--- src/rtl/uart_frame_loader.sv ---
// UART frame parser: A5 / CMD / LEN / payload / CHK frames are checked, their payload is
// written to the weight or input RAM, and a valid input frame kicks off an inference.
module uart_frame_loader #(
   parameter int ADDR_W      = 8,
   parameter int TIMEOUT_CYC = 100000
) (
   input  logic              clk,
   input  logic              rst,
   input  logic              rx_done,
   input  logic [7:0]        rx_data,
   output logic              rx_enable,
   input  logic              nn_busy,
   output logic              mem_we,
   output logic              mem_sel,
   output logic [ADDR_W-1:0] mem_addr,
   output logic [7:0]        mem_wdata,
   output logic              nn_start,
   output logic              frame_ok,
   output logic              frame_err,
   output logic [1:0]        err_code
);

   localparam int CNT_W = ADDR_W + 1;
   localparam int TMO_W = $clog2(TIMEOUT_CYC) + 1;
   localparam logic [TMO_W-1:0] TMO_LAST = TMO_W'(TIMEOUT_CYC - 1);
   localparam logic [31:0] MAX_LEN = 32'(1) << ADDR_W;

   typedef enum logic [2:0] {
      S_IDLE    = 3'd0,
      S_CMD     = 3'd1,
      S_LEN     = 3'd2,
      S_PAYLOAD = 3'd3,
      S_CHK     = 3'd4
   } state_t;

   state_t            state_q, state_d;
   logic              done_q;
   logic [CNT_W-1:0]  cnt_q, cnt_d;
   logic [ADDR_W-1:0] addr_q, addr_d;
   logic [7:0]        chk_q, chk_d;
   logic              sel_q, sel_d;
   logic [TMO_W-1:0]  tmo_q, tmo_d;
   logic              rx_enable_q;
   logic              mem_we_q, mem_we_d;
   logic [ADDR_W-1:0] mem_addr_q, mem_addr_d;
   logic [7:0]        mem_wdata_q, mem_wdata_d;
   logic              nn_start_q, nn_start_d;
   logic              frame_ok_q, frame_ok_d;
   logic              frame_err_q, frame_err_d;
   logic [1:0]        err_code_q, err_code_d;
   logic [31:0]       len_ext_s;

   assign len_ext_s = {24'd0, rx_data};

   always_comb begin
      state_d     = state_q;
      cnt_d       = cnt_q;
      addr_d      = addr_q;
      chk_d       = chk_q;
      sel_d       = sel_q;
      mem_we_d    = 1'b0;
      mem_addr_d  = mem_addr_q;
      mem_wdata_d = mem_wdata_q;
      nn_start_d  = 1'b0;
      frame_ok_d  = 1'b0;
      frame_err_d = 1'b0;
      err_code_d  = err_code_q;

      // Inter-byte watchdog only runs while a frame is open.
      if (state_q == S_IDLE || done_q) begin
         tmo_d = '0;
      end else begin
         tmo_d = tmo_q + TMO_W'(1);
      end

      if (done_q) begin
         case (state_q)
            S_IDLE: begin
               if (rx_data == 8'hA5) begin
                  state_d = S_CMD;
               end else begin
                  state_d = S_IDLE;
               end
            end
            S_CMD: begin
               if (rx_data == 8'h01 && nn_busy) begin
                  frame_err_d = 1'b1;
                  err_code_d  = 2'd0;
                  state_d     = S_IDLE;
               end else if (rx_data == 8'h00 || rx_data == 8'h01) begin
                  chk_d   = rx_data;
                  sel_d   = rx_data[0];
                  state_d = S_LEN;
               end else begin
                  frame_err_d = 1'b1;
                  err_code_d  = 2'd1;
                  state_d     = S_IDLE;
               end
            end
            S_LEN: begin
               if (rx_data == 8'h00 || len_ext_s > MAX_LEN) begin
                  frame_err_d = 1'b1;
                  err_code_d  = 2'd1;
                  state_d     = S_IDLE;
               end else begin
                  cnt_d   = CNT_W'(rx_data);
                  addr_d  = '0;
                  chk_d   = chk_q ^ rx_data;
                  state_d = S_PAYLOAD;
               end
            end
            S_PAYLOAD: begin
               mem_we_d    = 1'b1;
               mem_addr_d  = addr_q;
               mem_wdata_d = rx_data;
               addr_d      = addr_q + ADDR_W'(1);
               cnt_d       = cnt_q - CNT_W'(1);
               chk_d       = chk_q ^ rx_data;
               if (cnt_q == CNT_W'(1)) begin
                  state_d = S_CHK;
               end else begin
                  state_d = S_PAYLOAD;
               end
            end
            S_CHK: begin
               if (rx_data == chk_q) begin
                  frame_ok_d = 1'b1;
                  nn_start_d = sel_q;
               end else begin
                  frame_err_d = 1'b1;
                  err_code_d  = 2'd2;
               end
               state_d = S_IDLE;
            end
            default: begin
               state_d = S_IDLE;
            end
         endcase
      end else if (state_q != S_IDLE && tmo_q == TMO_LAST) begin
         frame_err_d = 1'b1;
         err_code_d  = 2'd3;
         state_d     = S_IDLE;
      end else begin
         state_d = state_q;
      end
   end

   always_ff @(posedge clk or posedge rst) begin
      if (rst) begin
         state_q     <= S_IDLE;
         done_q      <= 1'b0;
         cnt_q       <= '0;
         addr_q      <= '0;
         chk_q       <= 8'd0;
         sel_q       <= 1'b0;
         tmo_q       <= '0;
         rx_enable_q <= 1'b0;
         mem_we_q    <= 1'b0;
         mem_addr_q  <= '0;
         mem_wdata_q <= 8'd0;
         nn_start_q  <= 1'b0;
         frame_ok_q  <= 1'b0;
         frame_err_q <= 1'b0;
         err_code_q  <= 2'd0;
      end else begin
         state_q     <= state_d;
         done_q      <= rx_done;
         cnt_q       <= cnt_d;
         addr_q      <= addr_d;
         chk_q       <= chk_d;
         sel_q       <= sel_d;
         tmo_q       <= tmo_d;
         rx_enable_q <= !nn_busy;
         mem_we_q    <= mem_we_d;
         mem_addr_q  <= mem_addr_d;
         mem_wdata_q <= mem_wdata_d;
         nn_start_q  <= nn_start_d;
         frame_ok_q  <= frame_ok_d;
         frame_err_q <= frame_err_d;
         err_code_q  <= err_code_d;
      end
   end

   assign rx_enable = rx_enable_q;
   assign mem_we    = mem_we_q;
   assign mem_sel   = sel_q;
   assign mem_addr  = mem_addr_q;
   assign mem_wdata = mem_wdata_q;
   assign nn_start  = nn_start_q;
   assign frame_ok  = frame_ok_q;
   assign frame_err = frame_err_q;
   assign err_code  = err_code_q;

endmodule

--- config.mk ---
export PLATFORM = sky130hd
export DESIGN_NAME = uart_frame_loader
export DESIGN_NICKNAME = d
export VERILOG_FILES = /design/src/rtl/uart_frame_loader.sv
export SDC_FILE = /design/constraint.sdc
export NUM_CORES = 1
export LEC_CHECK = 0
export BUFFER_PORTS_ARGS = -buffer_cell sky130_fd_sc_hd__buf_2
export CAP_MARGIN = 20
export CORE_MARGIN = 3
export CORE_UTILIZATION = 40
export CTS_BUF_LIST = sky130_fd_sc_hd__clkbuf_4 sky130_fd_sc_hd__clkbuf_8 sky130_fd_sc_hd__clkbuf_16
export CTS_CLUSTER_DIAMETER = 60
export DETAILED_ROUTE_END_ITERATION = 10
export GPL_TIMING_DRIVEN = 1
export PLACE_DENSITY = 0.69
export SYNTH_ARGS = -nofsm -noshare
export SYNTH_HDL_FRONTEND = slang
export SYNTH_SLANG_ARGS = --single-unit
--- constraint.sdc ---
create_clock -name clk -period 1.9 [get_ports clk]
set_input_delay 0.095 -clock clk [delete_from_list [all_inputs] [get_ports clk]]
set_output_delay 0.095 -clock clk [all_outputs]
set_load 0.01 [all_outputs]
==> metrics.txt <==
Slew Viols, Final=0; ANT cells=0; worst-skew pair later-pin latency=350 ps; Fin. Hold Viols=0; Syn Inst Count=394; Yosys top cell area share=49.7%; # port buffers=35; VDD IR-drop max=just over 0.5 mV; Slowest-stage cell, CP=or4_1; Mapped Area=around 3600 um2; Seq cells post-synth=71; via count=approximately 3k; Overflow after GRT=0; CTS root buf=clkbuf_8; CP max stage delay=about 500 ps; Yosys top cell by area=dfrtp_1; synth top area cells=dfrtp_1 (50%), nand2_1 (8.1%), xor2_1 (4.7%); H-tree lvl count=3; Setup Skew=between 10 and 15 ps; critical path arrival=2110 ps; Leakage Power=2.00 nW; maxcap violations=0; Initial Util=42.3%; P&R area growth vs syn=20.6%; TritonCTS buffer count=9; IO Pins=36; Antenna Nets Post-Route=0; 1st-pass router iterations=5; global-route wire length before repair=around 13000 um; max frequency=about 550 MHz; outcome=finished, final reports clean; vias in the first global route=around 2.9k; Core ar.=about 8500 um2; Worst Path Required=about 2200 ps; Syn. warnings=0; most instantiated library cell after synthesis=nand2_1; initial antenna violation count=0; Slew @ Worst Pin=~450 ps; Row Count=33; dpl cell area=4050 um2; GRT Total Usage=about 17%; drt via density=between 5 and 6; drc violations=0; count of cell types in the netlist=53; drt total wl=7820 um; ys flop type=dfrtp_1; CP Max Fanout=4; fraction of registers with async set/reset=100%; die height=a little over 100 um; initial drt markers=approximately 160; clock-pin slew on the worst setup and hold paths=80 ps; Hold WC Path Type=in2reg; Slew HR=between 60% and 70%; clk sink count=71; crit start category=flop; DP HPWL=approximately 5400 um; largest net degree at the start of global routing=72; Placer Congestion=0.864; final net count=between 400 and 500; Synth Net Count=410; post-synthesis area per instance=approximately 9.1 um2; Seq/Total Area, Yosys=a little under 50%; CTS tree=yes; Max Buffers Root-to-Sink=2; Final min period=1830 ps; WL/cell=13.9 um; post-layout util=51.0%; CP Cell Sequence=or4_1 > nor3_1 > a31oi_2 > a311oi_2 > o32a_1; share of layout cells above drive strength 1=a little under a quarter; final non-filler cell area=4320 um2; dpl ws=-70.7 ps; die width=101 um; Power Density=between 1000 and 1500 nW/um2; Crit Path Category=reg2reg; Fin Hold WS=roughly 120 ps; number of synthesized flops with an enable pin=0; Die ar.=~10000 um2; Worst setup EP type=flop; final setup vio count=0; final worst path period share=between 90% and 100%; most common library cells after synthesis=nand2_1 (77), dfrtp_1 (71), nor2_1 (37); setup slack after layout=around 70 ps
-- cell families after synthesis --
family	count (synthesis)	synth area share, %
XOR/XNOR	22	5.38
AO/OA/AOI/OAI	72	13.2
adder cells (fa/ha/maj)	4	1.40
multiplexers	5	1.40
buffers and inverters	35	4.58
flip-flops	71	49.7
AND/OR/NAND/NOR	185	24.4
-- flip-flops by register name, indices dropped and copies added, names as in the netlist --
register,flops
mem_we,1
chk_q,8
state_q,3
done_q,1
mem_wdata,8
rx_enable,1
tmo_q,18
frame_err,1
nn_start,1
err_code,2
cnt_q,9
mem_sel,1
addr_q,8
frame_ok,1
mem_addr,8
-- critical path, delay by kind of cell (launching register included) --
family           cells  cell delay, ps
AND/OR/NAND/NOR      2             700
AO/OA/AOI/OAI        3             670
flip-flops           1             400
-- area by class of cell --
class	count	area, um2
fillers	770	4150
flip-flops and latches	71	1780
multi-input cells	288	1670
repair buffers	74	500
clock buffers	11	145
well taps	105	131
clock inverters	5	57.6
inverters	9	33.8
-- final timing paths --
path	slack, ps	cells after the start	start	endpoint
max in group asynchronous	1220	4	rst	nn_start
setup reg to reg	70	5	tmo_q[6]	err_code[0]
setup / recovery	70	5	tmo_q[6]	err_code[0]
hold reg to reg	470	2	mem_addr[4]	mem_addr[4]
min in group asynchronous	370	4	rst	mem_addr[0]
hold / removal	120	4	rx_data[6]	mem_wdata[6]
-- where the power goes --
part           total, W  leakage, nW  internal (W)  switching [W]
clock           0.00122       0.0950      0.000654       0.000569
sequential      0.00211        0.910       0.00184       0.000268
combinational   0.00114        0.995      0.000512       0.000632
-- layer usage --
layer / GRT usage (%) / vias to the layer above / part of all wire [%]
li1: - / 1483 / -
met1: 22.2 / 1437 / 47
met2: 26.2 / 62 / 47
met3: 3.32 / 13 / 4.3
met4: 7.36 / 0 / 1.5
met5: 0 / - / 0
-- cells in the final DEF, fill, tap and decap left out, types with 16 or more instances in the layout --
cell type	Yosys	final
nand2_1	77	77
dfrtp_1	71	71
nor2_1	37	37
buf_2	2	35
buf_4	2	34
o21ai_0	24	24
xor2_1	19	19
nand3_1	16	16
a21oi_1	16	16
-- through the flow --
stage | power, W | std cells | setup TNS (ps)
floorplan | 0.00283 | 394 | 0
global placement | 0.00322 | 543 | -162
detailed placement | 0.00326 | 543 | -315
CTS | 0.00451 | 562 | 0
global route | 0.00477 | 563 | -14.1
finish | 0.00448 | 563 | 0
-- timing repair --
action | in CTS | in global routing
pin swaps | 0 | 4
setup endpoints to repair | 1 | 5
hold endpoints to repair | 73 | 0
setup buffers | 0 | 1
hold buffers | 3 | 0
gates resized for setup | 1 | 5
Power figures use the tool's default switching activity.
